## config.mk

```make
export PLATFORM = sky130hd
export DESIGN_NAME = mem_stage
export DESIGN_NICKNAME = d
export VERILOG_FILES = /design/src/rtl/mem_pkg.sv /design/src/rtl/mem_load_align.sv /design/src/rtl/mem_stage.sv
export SDC_FILE = /design/constraint.sdc
export NUM_CORES = 1
export LEC_CHECK = 0
export CAP_MARGIN = 20
export CELL_PAD_IN_SITES_DETAIL_PLACEMENT = 1
export CELL_PAD_IN_SITES_GLOBAL_PLACEMENT = 1
export CORE_ASPECT_RATIO = 0.5
export CORE_MARGIN = 1.5
export CORE_UTILIZATION = 33
export CTS_CLUSTER_DIAMETER = 80
export DETAILED_ROUTE_END_ITERATION = 7
export PLACE_DENSITY = 0.82
export SETUP_SLACK_MARGIN = 0.15
export SLEW_MARGIN = 20
export SYNTH_ARGS = -nofsm -noshare
export SYNTH_HDL_FRONTEND = slang
export SYNTH_HIERARCHICAL = 1
export SYNTH_SLANG_ARGS = --single-unit
```

## constraint.sdc

```tcl
create_clock -name clk -period 2.1 [get_ports clk]
set_clock_uncertainty 0.05 [all_clocks]
set_input_delay 0.21 -clock clk [delete_from_list [all_inputs] [get_ports clk]]
set_output_delay 0.21 -clock clk [all_outputs]
set_load 0.02 [all_outputs]
```

## src/rtl/mem_pkg.sv

```systemverilog
// Shared definitions for the RV64 MEM stage: funct3 codes, FSM states and lane masks.
// Used by mem_stage (optional MEM_MISALIGN_TRAP_EN build) and mem_load_align.
package mem_pkg;

    localparam logic [2:0] F3_B  = 3'b000;
    localparam logic [2:0] F3_H  = 3'b001;
    localparam logic [2:0] F3_W  = 3'b010;
    localparam logic [2:0] F3_D  = 3'b011;
    localparam logic [2:0] F3_BU = 3'b100;
    localparam logic [2:0] F3_HU = 3'b101;
    localparam logic [2:0] F3_WU = 3'b110;

    typedef enum logic [1:0] {
        S_IDLE = 2'd0,
        S_WAIT = 2'd1,
        S_DONE = 2'd2
    } mem_state_t;

    // Byte-lane mask for an access of 2**size bytes starting at lane 0.
    function automatic logic [7:0] size_mask(input logic [1:0] size);
        case (size)
            2'd0:    return 8'h01;
            2'd1:    return 8'h03;
            2'd2:    return 8'h0F;
            default: return 8'hFF;
        endcase
    endfunction

endpackage

```

## src/rtl/mem_load_align.sv

```systemverilog
// Load data alignment: selects the addressed lane of a doubleword and sign/zero-extends it.
// Lanes beyond the doubleword boundary read as zero before extension.
module mem_load_align
    import mem_pkg::*;
(
    input  logic [63:0] rdata_i,
    input  logic [2:0]  offset_i,
    input  logic [2:0]  funct3_i,
    output logic [63:0] result_o
);

    logic [63:0] lane;

    always_comb begin
        // NOTE: every output of a combinational block gets a default first, so no path infers a latch.
        lane     = rdata_i >> {offset_i, 3'b000};
        result_o = '0;
        case (funct3_i)
            F3_B:    result_o = {{56{lane[7]}}, lane[7:0]};
            F3_H:    result_o = {{48{lane[15]}}, lane[15:0]};
            F3_W:    result_o = {{32{lane[31]}}, lane[31:0]};
            F3_D:    result_o = lane;
            F3_BU:   result_o = {56'd0, lane[7:0]};
            F3_HU:   result_o = {48'd0, lane[15:0]};
            F3_WU:   result_o = {32'd0, lane[31:0]};
            default: result_o = '0;
        endcase
    end

endmodule

```

## src/rtl/mem_stage.sv

```systemverilog
// RV64 MEM stage: single-outstanding req/ack bus master with a watchdog, load alignment
// and store lane positioning. Define MEM_MISALIGN_TRAP_EN to trap misaligned accesses.
module mem_stage
    import mem_pkg::*;
#(
    parameter int XLEN     = 64,
    parameter int MAX_WAIT = 255
) (
    input  logic            clk,
    input  logic            rst,
    input  logic [XLEN-1:0] alu_result_i,
    input  logic [4:0]      reg_write_addr_i,
    input  logic            reg_write_enable_i,
    input  logic            mem_read_i,
    input  logic            mem_write_i,
    input  logic [2:0]      mem_funct3_i,
    input  logic [XLEN-1:0] store_data_i,
    output logic [XLEN-1:0] result_o,
    output logic [4:0]      reg_write_addr_o,
    output logic            reg_write_enable_o,
    output logic            stall_req_o,
    output logic            bus_req_o,
    output logic            bus_we_o,
    output logic [XLEN-1:0] bus_addr_o,
    output logic [XLEN-1:0] bus_wdata_o,
    output logic [7:0]      bus_be_o,
    input  logic            bus_ack_i,
    input  logic [XLEN-1:0] bus_rdata_i,
    output logic            bus_err_o
`ifdef MEM_MISALIGN_TRAP_EN
    ,
    output logic            misalign_o,
    output logic [XLEN-1:0] misalign_addr_o
`endif
);

    localparam int            CW      = $clog2(MAX_WAIT + 1);
    localparam logic [CW-1:0] CNT_MAX = CW'(MAX_WAIT);

    mem_state_t      state_q, state_d;
    logic [CW-1:0]   cnt_q, cnt_d;
    logic [XLEN-1:0] load_buf_q, load_buf_d;
    logic            err_q, err_d;
    logic            bus_req_q, bus_req_d;
    logic            bus_we_q, bus_we_d;
    logic [XLEN-1:0] bus_addr_q, bus_addr_d;
    logic [XLEN-1:0] bus_wdata_q, bus_wdata_d;
    logic [7:0]      bus_be_q, bus_be_d;
    logic            bus_err_q, bus_err_d;
    logic            mem_op;
    logic [2:0]      off;
    logic [XLEN-1:0] load_result;

    assign mem_op = mem_read_i | mem_write_i;
    assign off    = alu_result_i[2:0];

`ifdef MEM_MISALIGN_TRAP_EN
    logic            mis_q, mis_d;
    logic [XLEN-1:0] mis_addr_q, mis_addr_d;
    logic [2:0]      align_mask;
    logic            misaligned;

    // Low address bits that must be zero for a 1/2/4/8-byte access.
    assign align_mask = {&mem_funct3_i[1:0], mem_funct3_i[1], |mem_funct3_i[1:0]};
    assign misaligned = |(off & align_mask);
    assign misalign_o      = mis_q;
    assign misalign_addr_o = mis_addr_q;
`endif

    mem_load_align u_load_align (
        .rdata_i  (load_buf_q),
        .offset_i (off),
        .funct3_i (mem_funct3_i),
        .result_o (load_result)
    );

    always_comb begin
        state_d     = state_q;
        cnt_d       = cnt_q;
        load_buf_d  = load_buf_q;
        err_d       = err_q;
        bus_req_d   = bus_req_q;
        bus_we_d    = bus_we_q;
        bus_addr_d  = bus_addr_q;
        bus_wdata_d = bus_wdata_q;
        bus_be_d    = bus_be_q;
        bus_err_d   = 1'b0;
`ifdef MEM_MISALIGN_TRAP_EN
        mis_d       = mis_q;
        mis_addr_d  = mis_addr_q;
`endif
        case (state_q)
            S_IDLE: begin
                if (mem_op) begin
                    err_d = 1'b0;
                    cnt_d = '0;
`ifdef MEM_MISALIGN_TRAP_EN
                    if (misaligned) begin
                        mis_d      = 1'b1;
                        mis_addr_d = alu_result_i;
                        state_d    = S_DONE;
                    end else begin
`else
                    begin
`endif
                        state_d     = S_WAIT;
                        bus_req_d   = 1'b1;
                        bus_we_d    = ~mem_read_i;
                        bus_addr_d  = {alu_result_i[XLEN-1:3], 3'b000};
                        bus_wdata_d = mem_read_i ? '0 : store_data_i << {off, 3'b000};
                        // Store funct3 codes 100..111 are not stores: issue with no lanes enabled.
                        bus_be_d    = (!mem_read_i && mem_funct3_i[2]) ? 8'h00
                                    : size_mask(mem_funct3_i[1:0]) << off;
                    end
                end
            end
            S_WAIT: begin
                if (bus_ack_i) begin
                    load_buf_d = bus_rdata_i;
                    bus_req_d  = 1'b0;
                    state_d    = S_DONE;
                end else begin
                    cnt_d = cnt_q + 1'b1;
                    if (cnt_d == CNT_MAX) begin
                        bus_req_d = 1'b0;
                        bus_err_d = 1'b1;
                        err_d     = 1'b1;
                        state_d   = S_DONE;
                    end
                end
            end
            default: begin
                state_d = S_IDLE;
                err_d   = 1'b0;
`ifdef MEM_MISALIGN_TRAP_EN
                mis_d   = 1'b0;
`endif
            end
        endcase
    end

    // NOTE: state uses non-blocking assignments only, so every register samples pre-edge values.
    always_ff @(posedge clk) begin
        if (!rst) begin
            state_q     <= S_IDLE;
            cnt_q       <= '0;
            load_buf_q  <= '0;
            err_q       <= 1'b0;
            bus_req_q   <= 1'b0;
            bus_we_q    <= 1'b0;
            bus_addr_q  <= '0;
            bus_wdata_q <= '0;
            bus_be_q    <= '0;
            bus_err_q   <= 1'b0;
`ifdef MEM_MISALIGN_TRAP_EN
            mis_q       <= 1'b0;
            mis_addr_q  <= '0;
`endif
        end else begin
            state_q     <= state_d;
            cnt_q       <= cnt_d;
            load_buf_q  <= load_buf_d;
            err_q       <= err_d;
            bus_req_q   <= bus_req_d;
            bus_we_q    <= bus_we_d;
            bus_addr_q  <= bus_addr_d;
            bus_wdata_q <= bus_wdata_d;
            bus_be_q    <= bus_be_d;
            bus_err_q   <= bus_err_d;
`ifdef MEM_MISALIGN_TRAP_EN
            mis_q       <= mis_d;
            mis_addr_q  <= mis_addr_d;
`endif
        end
    end

    assign bus_req_o   = bus_req_q;
    assign bus_we_o    = bus_we_q;
    assign bus_addr_o  = bus_addr_q;
    assign bus_wdata_o = bus_wdata_q;
    assign bus_be_o    = bus_be_q;
    assign bus_err_o   = bus_err_q;

    // Upstream inputs are held by stall_req_o, so DONE still sees the originating instruction.
    always_comb begin
        result_o           = alu_result_i;
        reg_write_addr_o   = reg_write_addr_i;
        reg_write_enable_o = reg_write_enable_i;
        stall_req_o        = 1'b0;
        if (!rst) begin
            result_o           = '0;
            reg_write_enable_o = 1'b0;
        end else begin
            case (state_q)
                S_IDLE: stall_req_o = mem_op;
                S_WAIT: stall_req_o = 1'b1;
                default: begin
`ifdef MEM_MISALIGN_TRAP_EN
                    if (err_q || mis_q || !mem_read_i) begin
`else
                    if (err_q || !mem_read_i) begin
`endif
                        result_o           = '0;
                        reg_write_enable_o = 1'b0;
                    end else begin
                        result_o = load_result;
                    end
                end
            endcase
        end
    end

endmodule

```

==> results of run 1 <==
## repair_timing
| item | in CTS | in global routing |
|---|---|---|
| gates cloned | 10 | 5 |
| pin swaps | 64 | 68 |
| setup buffers | 15 | 14 |
| setup endpoints to repair | 110 | 82 |
| hold buffers | 0 | 0 |
| resized for setup | 434 | 107 |
## tightest hold or removal path: cells and delay by family
kind,cells,cell delay [ns]
buffers and inverters,1,0.40
and+or+nand+nor,1,0.06
AOI/OAI and AO/OA,1,0.05
## cells by family after synthesis
family / count (synthesis) / share of synthesized area [%]
simple gates: 528 / 19.73
compound gates: 387 / 22.18
flops: 211 / 35.02
buf+inv: 159 / 6.692
mux: 134 / 15.99
fa+ha+maj: 2 / 0.2075
xor+xnor: 2 / 0.1453
other cells: 1 / 0.03109
## registers in the layout, summed over array words and instances (netlist names)
| name | cells |
|---|---|
| state_q | 2 |
| bus_wdata_o | 64 |
| bus_req_o | 1 |
| err_q | 1 |
| load_buf_q | 64 |
| bus_err_o | 1 |
| bus_we_o | 1 |
| bus_be_o | 8 |
| cnt_q | 8 |
| bus_addr_o | 61 |
## power by group through the flow
stage / registers [mW] / clock network, mW / logic [mW]
after floorplan: 4.63 / 0 / 1.36
after global placement: 4.47 / 0 / 3.20
after detailed placement: 4.49 / 0 / 3.27
after CTS: 4.40 / 4.37 / 3.40
after global routing: 4.44 / 4.59 / 3.84
final: 4.43 / 4.40 / 3.72
## area by class of cell
cell class                 count  area share, %
multi-input combinational   1057          37.49
timing repair buffer         657          33.71
sequential                   211          21.63
clock buffer                  30          3.067
tap                          484          3.036
clock inverter                 7         0.6899
inverter                      14         0.2760
antenna                        9         0.1129
## metal layers
metal	vias to the layer above	wire (um)	track usage, %
li1	6253	-	-
met1	7338	25520	37.86
met2	1087	32960	54.70
met3	402	6431	6.080
met4	4	5791	19.60
met5	-	27	0
## per-stage QoR
stage / hold slack [ns] / total power, mW / setup TNS [ns]
after floorplan: 0.2960 / 5.986 / 0
after global placement: 0.3701 / 7.668 / -36.31
after detailed placement: 0.3701 / 7.753 / -43.28
after CTS: 0.1489 / 12.18 / -21.27
after global routing: 0.1581 / 12.88 / -31.85
final: 0.1512 / 12.55 / -30.84
## synth_stat cells, types with 28 or more instances
cell / instances / share of area, %
a21oi_1: 154 / 6.4
mux2i_1: 63 / 5.2
clkbuf_1: 74 / 2.3
nor2b_1: 33 / 1.7
mux4_2: 40 / 7.5
a211oi_1: 28 / 1.7
a22oi_1: 28 / 1.7
a221o_1: 28 / 2.3
nor2_1: 60 / 1.9
dfxtp_1: 211 / 35
nand4_1: 33 / 1.7
a22o_1: 61 / 4.4
nand2_1: 316 / 9.8
## worst paths after layout
| path | startpoint | end | slack [ns] | cells past startpoint |
|---|---|---|---|---|
| worst max-delay path | load_buf_q[31] | result_o[42] | -0.65 | 8 |
| worst min register to register | bus_addr_o[20] | bus_addr_o[20] | 0.41 | 2 |
| worst max register to register | state_q[1] | load_buf_q[31] | -0.02 | 6 |
| worst min-delay path | bus_rdata_i[48] | load_buf_q[48] | 0.15 | 3 |
==> run summary, run 1 <==
Setup WS pre-CTS: -0.7169 ns
Finished Cell Area: 19950 um^2
DRT antenna net count: 0
CP delay by family, top: simple AND/OR/NAND/NOR gates
Initial core utilization: 33.57%
Distinct cells, synth: 65
Per-cell routed wire length: 28.65 um
Asr flop ratio synth: 0%
Worst hold path type: input port to register
CTS tree: built
Number of vias per cell: 6.109
Slew margin rel.: 45.92%
Critical Path AT: 2.49 ns
Core footprint: 35930 um^2
Tmin final: 2.749 ns
H-tree Lvls: 1
Sw Ratio: 32.31%
CP Launch Type: register
Global-route wire length before repair: 93830 um
Max IR drop VDD: 0.0005067 V
Sequential share of power: 35.3%
Switching power: 4.054 mW
Fin. Hold Viols: 0
Layout Nets: 2171
Sequential Area: 4314 um^2
Layout cells sized above 1: 27.78%
Wirelength, routed: 70730 um
Largest net degree at the start of global routing: 157
Area of the mapped netlist: 12060 um^2
Worst path cell trace: nand2b_1, o221ai_2, nand4_4, buf_12, buf_16, nand4_1, a22o_1, buf_6
Multi-input gate area: 7478 um^2
Worst-Skew Late Latency: 0.53 ns
Comb pwr share: 29.6%
Status: complete, but fails checks
Most frequent cells in the layout: clkdlybuf4s50_1 (333), nand2_1 (311), buf_4 (197), dfxtp_1 (167), a21oi_1 (152)
Post-route setup slack: -0.6489 ns
DP HPWL: 41960 um
Worst slew pin tran: 0.8113 ns
CTS sink count: 211
Routability cong.: 0.9229
Cts bufs inserted: 22
FILL cells: 3994
# port buffers: 402
Register area share after synthesis: 35.02%
Chip height: 138.2 um
Critical Path RT: 1.84 ns
Crit. End Element: primary output
Cell-internal power: 8.492 mW
Reg clk slew, reported paths: 0.07 ns
Synth Flop Type: dfxtp_1
Slew Viols, Final: 0
Total GRT Usage: 32.26%
Commonest non-fill, non-tap cell in the layout: clkdlybuf4s50_1
Crit-path max FO: 8
Power Density: 628.9 nW/um^2
Slowest stage delay, CP: 0.40 ns
Vias in the first global route: 14836
RSZ-0062 raised after global routing: true
Fin crit share: 130.9%
Post-Place Cells: 2379
Leak Pwr: 7.974 nW
Failing checks: negative setup slack
Area Overhead vs Synth: 65.41%
Final setup vio count: 65
Fmax achieved: 0.3638 GHz
Worst Setup Path Type: register to primary output
Seq cells post-synth: 211
Clock Tree Root: clkbuf_16
Yosys warns: 6
Post-DP Area: 17900 um^2
Remaining global-route overflow: 0
Max-Cap Viols: 0
DRC viols: 0
DR iter-0 viols: 1840
Clock Tree Buf Depth: 3
Die area: 37770 um^2
WP buf/inv: 3
Crit-path slowest cell: dfxtp_2
Pre-antenna DRT Iters: 6
Number of flops mapped to enable cells by yosys: 0
Synth Instances: 1424
Post-Layout Cell Count: 2469
Synth Area per Inst: 8.469 um^2
Layout Utilization: 55.53%
Top Ports: 416
# rows: 49
Horiz. Die Dim: 273.4 um
Clk network pwr share: 35.1%
Initial antenna violation count: 9
DR vias: 15084
No activity file was read; power rests on OpenSTA's default activity.
==> inputs of run 2 (changes only) <==
Settings changed: CTS_BUF_LIST set to sky130_fd_sc_hd__clkbuf_16.
==> run 2 against run 1 <==
  * The run still ends with negative setup slack left
  * Final cell count shrank 0.16%
  * Count of clock-buffer cells in the layout shrank 7
  * Utilization shrank 0.31 points
  * Non-clock buffer count shrank 5
  * Wire length grew 0.97%
  * Sequential share of layout area grew 0.13 points
  * Hold slack gained 0.028 ns
  * Power shrank 0.49%
  * Cell area shrank 0.55%
  * Register-to-register slack gained 0.20 ns
  * First-iteration DRC count shrank 1.7%
  * Largest cell class unchanged
  * Largest power group unchanged
==> run summary, run 2 (synthesis gave the netlist of run 1 again) <==
Status: complete, but fails checks (unchanged)
Failing checks: negative setup slack (unchanged)
Initial core utilization: 33.57% (unchanged)
Largest net degree at the start of global routing: 157 (unchanged)
Critical Path RT: 1.84 ns (about the same)
Area Overhead vs Synth: 64.50% (was 65.41%)
DP HPWL: 41960 um (unchanged)
WL met3: 6468 um (was 6431 um)
Critical Path AT: 2.90 ns (was 2.49 ns)
Fin. Hold Viols: 0 (unchanged)
Per-cell routed wire length: 28.97 um (was 28.65 um)
H-tree Lvls: 1 (unchanged)
Layout Nets: 2166 (was 2171)
DR iter-0 viols: 1809 (was 1840)
Number of vias per cell: 6.170 (was 6.109)
Highest routed layer: met4 (was met5)
Wirelength, routed: 71410 um (was 70730 um)
Final setup vio count: 64 (was 65)
CP Launch Type: register (unchanged)
Slew margin rel.: 47.87% (was 45.92%)
Cts bufs inserted: 22 (unchanged)
Post-route setup slack: -1.060 ns (was -0.6489 ns)
Die area: 37770 um^2 (unchanged)
Setup TNS: -35.09 ns (was -30.84 ns)
CTS sink count: 211 (unchanged)
Clock Tree Root: clkbuf_16 (unchanged)
Global-route wire length before repair: 94580 um (was 93830 um)
Vias in the first global route: 14860 (was 14836)
# port buffers: 402 (unchanged)
Commonest non-fill, non-tap cell in the layout: clkdlybuf4s50_1 (unchanged)
Multi-input gate area: 7442 um^2 (was 7478 um^2)
CTS tree: built (unchanged)
RSZ-0062 raised after global routing: true (unchanged)
Worst hold path type: input port to register (unchanged)
Crit. End Element: primary output (unchanged)
Max IR drop VDD: 0.0005230 V (was 0.0005067 V)
Max-Cap Viols: 0 (unchanged)
Met2 routed WL: 33120 um (was 32960 um)
Reg clk slew, reported paths: 0.08 ns (was 0.07 ns)
Worst-Skew Late Latency: 0.52 ns (was 0.53 ns)
Tmin final: 3.160 ns (was 2.749 ns)
DRC viols: 0 (unchanged)
Remaining global-route overflow: 0 (unchanged)
Hold buffer count at CTS: 0 (unchanged)
Routability cong.: 0.9229 (unchanged)
Initial antenna violation count: 8 (was 9)
DR vias: 15209 (was 15084)
Worst path cell trace: mux2i_1, o2bb2ai_2, buf_4, nand2_1, nand4_1, a22o_1, buf_6 (was nand2b_1, o221ai_2, nand4_4, buf_12, buf_16, nand4_1, a22o_1, buf_6)
Clock Tree Buf Depth: 3 (unchanged)
# rows: 49 (unchanged)
Most frequent cells in the layout: clkdlybuf4s50_1 (333), nand2_1 (311), buf_4 (195), dfxtp_1 (165), a21oi_1 (152) (was clkdlybuf4s50_1 (333), nand2_1 (311), buf_4 (197), dfxtp_1 (167), a21oi_1 (152))
Core footprint: 35930 um^2 (unchanged)
Chip height: 138.2 um (unchanged)
Crit-path max FO: 4 (was 8)
Slowest stage delay, CP: 0.52 ns (was 0.40 ns)
Total GRT Usage: 32.53% (was 32.26%)
Power Density: 629.3 nW/um^2 (was 628.9 nW/um^2)
Horiz. Die Dim: 273.4 um (unchanged)
Crit-path slowest cell: mux2i_1 (was dfxtp_2)
Pre-antenna DRT Iters: 6 (unchanged)
Fmax achieved: 0.3165 GHz (was 0.3638 GHz)
Slew Viols, Final: 0 (unchanged)
DRT antenna net count: 0 (unchanged)
Top Ports: 416 (unchanged)
WHS: 0.1792 ns (was 0.1512 ns)
Wl on met1: 25480 um (was 25520 um)
Leak Pwr: 7.957 nW (was 7.974 nW)
Worst Setup Path Type: register to primary output (unchanged)
FILL cells: 4031 (was 3994)
Worst slew pin tran: 0.7820 ns (was 0.8113 ns)
Sequential Area: 4317 um^2 (was 4314 um^2)
PnR Total Power: 12.48 mW (was 12.55 mW)
Fin crit share: 150.5% (was 130.9%)
Layout cells sized above 1: 27.60% (was 27.78%)
## run 2: cell types whose count changed in the layout (fill, tap and decap cells not counted), moves of 2 or more
cell and change:
buf_4 -2, clkbuf_1 -6, nand3_2 +2, dfxtp_2 +2, dfxtp_1 -2, nand3_4 -2
o21ai_2 +2, inv_1 +6, o21ai_4 -3
## run 2: worst max-delay path, delay by kind of cell (launching register included)
family                 cells  cell delay, ns
and+or+nand+nor            2            0.45
AOI/OAI and AO/OA          2            0.64
muxes                      1            0.52
DFF                        1            0.37
buffers and inverters      2            0.36
## run 2: routing by layer
metal,global-route usage (%),up-vias
met5,0,-
met4,18.87,0
met3,6.375,429
met2,55.60,1079
met1,37.99,7456
li1,-,6245
## run 2: worst paths after layout
check / start / to / slack (ns) / cells past startpoint
worst max-delay path: load_buf_q[62] / result_o[46] / -1.06 / 7
worst min-delay path: bus_rdata_i[42] / load_buf_q[42] / 0.18 / 3
worst max register to register: state_q[1] / bus_wdata_o[10] / 0.18 / 4
worst min register to register: bus_addr_o[20] / bus_addr_o[20] / 0.41 / 2
## run 2: what timing repair did
item	4_1_cts	5_1_grt
gates resized for setup	433	101
setup buffers	15	10
cloned	10	4
endpoints found under the setup margin	110	80
pin swaps	63	58
## run 2: layout make-up
class | instances | share of cell area, %
diodes | 10 | 0.1261
clock buffers | 23 | 2.901
clock inverters | 14 | 0.8262
inverters | 14 | 0.2775
multi-input cells | 1057 | 37.51
flip-flops and latches | 211 | 21.76
well taps | 484 | 3.052
repair buffers | 652 | 33.55
## run 2: power breakdown
part / total (mW) / switching (mW) / internal (mW)
Combinational: 3.70 / 1.97 / 1.72
Sequential: 4.44 / 0.211 / 4.23
Clock: 4.35 / 1.89 / 2.46
Total: 12.5 / 4.07 / 8.41
## run 2: stage by stage
stage | cells | setup WS, ns | cell area, um^2 | utilization (%)
2_1_floorplan | 1426 | 0.1591 | 12070 | -
3_3_place_gp | 2379 | -0.6700 | 17900 | 49.83
3_5_place_dp | 2379 | -0.7169 | 17900 | 49.83
4_1_cts | 2441 | -0.4015 | 19290 | 53.71
5_1_grt | 2463 | -1.074 | 19830 | 55.21
6_report | 2465 | -1.060 | 19840 | 55.22
==> inputs of run 3 (changes only) <==
Settings changed: PLACE_DENSITY 0.82 to not set, PLACE_DENSITY_LB_ADDON set to 0.1.
==> run 3 against run 2 <==
  * The flow still finishes with violations (negative setup slack)
  * Hold slack got worse by 0.017 ns
  * Critical endpoint is now result_o[63]
  * Critical path depth increased by 2
  * Wire length decreased by 18%
  * Via count decreased by 11%
  * Sequential share of layout area decreased by 0.26 points
  * Global-route usage decreased by 3.1 points
  * Flip-flop and latch count unchanged
  * Highest routed layer unchanged
  * Largest cell class unchanged
  * Die area unchanged
  * Cell area increased by 0.70%
==> run summary, run 3 (synthesis gave the netlist of run 1 again) <==
Layout Nets: 2168 (was 2166)
Area Overhead vs Synth: 65.65% (was 64.50%)
Total GRT Usage: 29.44% (was 32.53%)
Per-cell routed wire length: 23.62 um (was 28.97 um)
Slew margin rel.: 48.40% (was 47.87%)
Met2 Track Usage GR: 51.47% (was 55.60%)
Fin. Hold Viols: 0 (unchanged)
Clock Tree Buf Depth: 3 (unchanged)
Fin crit share: 120.7% (was 150.5%)
M3 GR Usage: 4.933% (was 6.375%)
Clock Tree Root: clkbuf_16 (unchanged)
DRC viols: 0 (unchanged)
Post-DP Area: 17780 um^2 (was 17900 um^2)
Tmin final: 2.535 ns (was 3.160 ns)
Power Density: 589.7 nW/um^2 (was 629.3 nW/um^2)
CTS sink count: 211 (unchanged)
Clk network pwr share: 32.8% (was 34.8%)
Failing checks: negative setup slack (unchanged)
Layout cells sized above 1: 28.24% (was 27.60%)
Horiz. Die Dim: 273.4 um (unchanged)
DR iter-0 viols: 914 (was 1809)
Finished Cell Area: 19980 um^2 (was 19840 um^2)
CP Launch Type: register (unchanged)
Critical Path AT: 2.28 ns (was 2.90 ns)
Cts bufs inserted: 22 (unchanged)
Core footprint: 35930 um^2 (unchanged)
Initial antenna violation count: 6 (was 8)
Crit. End Element: primary output (unchanged)
DR vias: 13547 (was 15209)
Switching power: 3.786 mW (was 4.069 mW)
DRT antenna net count: 0 (unchanged)
Hold buffer count at CTS: 0 (unchanged)
RSZ-0062 raised after global routing: true (unchanged)
Worst hold path type: input port to register (unchanged)
Reg clk slew, reported paths: 0.07 ns (was 0.08 ns)
Number of vias per cell: 5.494 (was 6.170)
Wirelength, routed: 58240 um (was 71410 um)
Leak Pwr: 7.991 nW (was 7.957 nW)
Post-route setup slack: -0.4351 ns (was -1.060 ns)
Remaining global-route overflow: 0 (unchanged)
Top Ports: 416 (unchanged)
Cell-internal power: 7.996 mW (was 8.415 mW)
Comb pwr share: 29.8% (was 29.6%)
Status: complete, but fails checks (unchanged)
Most frequent cells in the layout: clkdlybuf4s50_1 (330), nand2_1 (312), dfxtp_1 (174), buf_4 (172), a21oi_1 (150) (was clkdlybuf4s50_1 (333), nand2_1 (311), buf_4 (195), dfxtp_1 (165), a21oi_1 (152))
Critical Path RT: 1.84 ns (about the same)
Pre-antenna DRT Iters: 5 (was 6)
DP HPWL: 41720 um (was 41960 um)
Commonest non-fill, non-tap cell in the layout: clkdlybuf4s50_1 (unchanged)
Setup WS pre-CTS: -0.7357 ns (was -0.7169 ns)
Sw Ratio: 32.13% (was 32.60%)
Max-Cap Viols: 0 (unchanged)
Die area: 37770 um^2 (unchanged)
Final setup vio count: 64 (unchanged)
Fmax achieved: 0.3945 GHz (was 0.3165 GHz)
Routability cong.: 0.9353 (was 0.9229)
Grt peak-use layer: met2 (unchanged)
Worst Setup Path Type: register to primary output (unchanged)
Chip height: 138.2 um (unchanged)
Global-route wire length before repair: 86310 um (was 94580 um)
Setup TNS: -23.31 ns (was -35.09 ns)
Worst-Skew Late Latency: 0.55 ns (was 0.52 ns)
Slew Viols, Final: 0 (unchanged)
Initial core utilization: 33.57% (unchanged)
H-tree Lvls: 1 (unchanged)
Crit-path max FO: 12 (was 4)
# port buffers: 402 (unchanged)
Largest net degree at the start of global routing: 142 (was 157)
Sequential share of power: 37.4% (was 35.6%)
Vias in the first global route: 14172 (was 14860)
Max IR drop VDD: 0.0006180 V (was 0.0005230 V)
CTS tree: built (unchanged)
Global Route met1 Usage: 36.79% (was 37.99%)
PnR Total Power: 11.78 mW (was 12.48 mW)
Worst slew pin tran: 0.7740 ns (was 0.7820 ns)
# rows: 49 (unchanged)
-- run 3: final cells by class --
class / count / area, um^2
multi-input combinational: 1056 / 7547
clock buffer: 22 / 550.5
tap: 484 / 605.6
inverter: 14 / 57.56
sequential: 211 / 4295
clock inverter: 18 / 123.9
timing repair buffer: 655 / 6783
antenna: 6 / 15.01
fill: 4031 / 15950
-- run 3: what timing repair did --
| action | 4_1_cts | 5_1_grt |
|---|---|---|
| cloned | 11 | 2 |
| pin swaps | 57 | 82 |
| buffers inserted | 21 | 12 |
| gates resized for setup | 488 | 111 |
| setup endpoints to repair | 101 | 77 |
-- run 3: routing by layer --
layer | share of wire (%) | routed length (um) | vias to the layer above
li1 | - | - | 6240
met1 | 42 | 24310 | 6781
met2 | 50 | 28900 | 437
met3 | 5.3 | 3113 | 89
met4 | 3.3 | 1922 | 0
met5 | 0 | 0 | -
-- run 3: worst max-delay path, cell delays in order (launching register included) --
cell and delay, ns:
dfxtp_4 0.37, mux2i_2 0.20, buf_4 0.15, nand2_2 0.08
nand4_4 0.16, buf_6 0.15, buf_16 0.15, nand4_1 0.13
a22o_1 0.21, buf_6 0.13
-- run 3: path summary, 6_finish.rpt --
check | from | to | slack (ns) | cells after the start
worst max-delay path | load_buf_q[31] | result_o[63] | -0.44 | 9
worst min-delay path | bus_rdata_i[3] | load_buf_q[3] | 0.16 | 3
worst max register to register | state_q[1] | bus_wdata_o[58] | 0.10 | 7
worst min register to register | bus_addr_o[16] | bus_addr_o[16] | 0.40 | 2
-- run 3: power by group through the flow --
stage / sequential, mW / clock (mW) / combinational [mW]
floorplan: 4.63 / 0 / 1.36
global placement: 4.47 / 0 / 3.15
detailed placement: 4.48 / 0 / 3.22
CTS: 4.40 / 3.92 / 3.38
global route: 4.43 / 4.08 / 3.71
finish: 4.41 / 3.86 / 3.51
-- run 3: through the flow --
stage               util, %  hold slack, ns  cells
finish                55.61          0.1619   2466
global route          55.60          0.1721   2465
CTS                   53.95          0.1495   2446
detailed placement    49.50          0.3701   2374
global placement      49.50          0.3701   2374
floorplan                 -          0.2960   1426
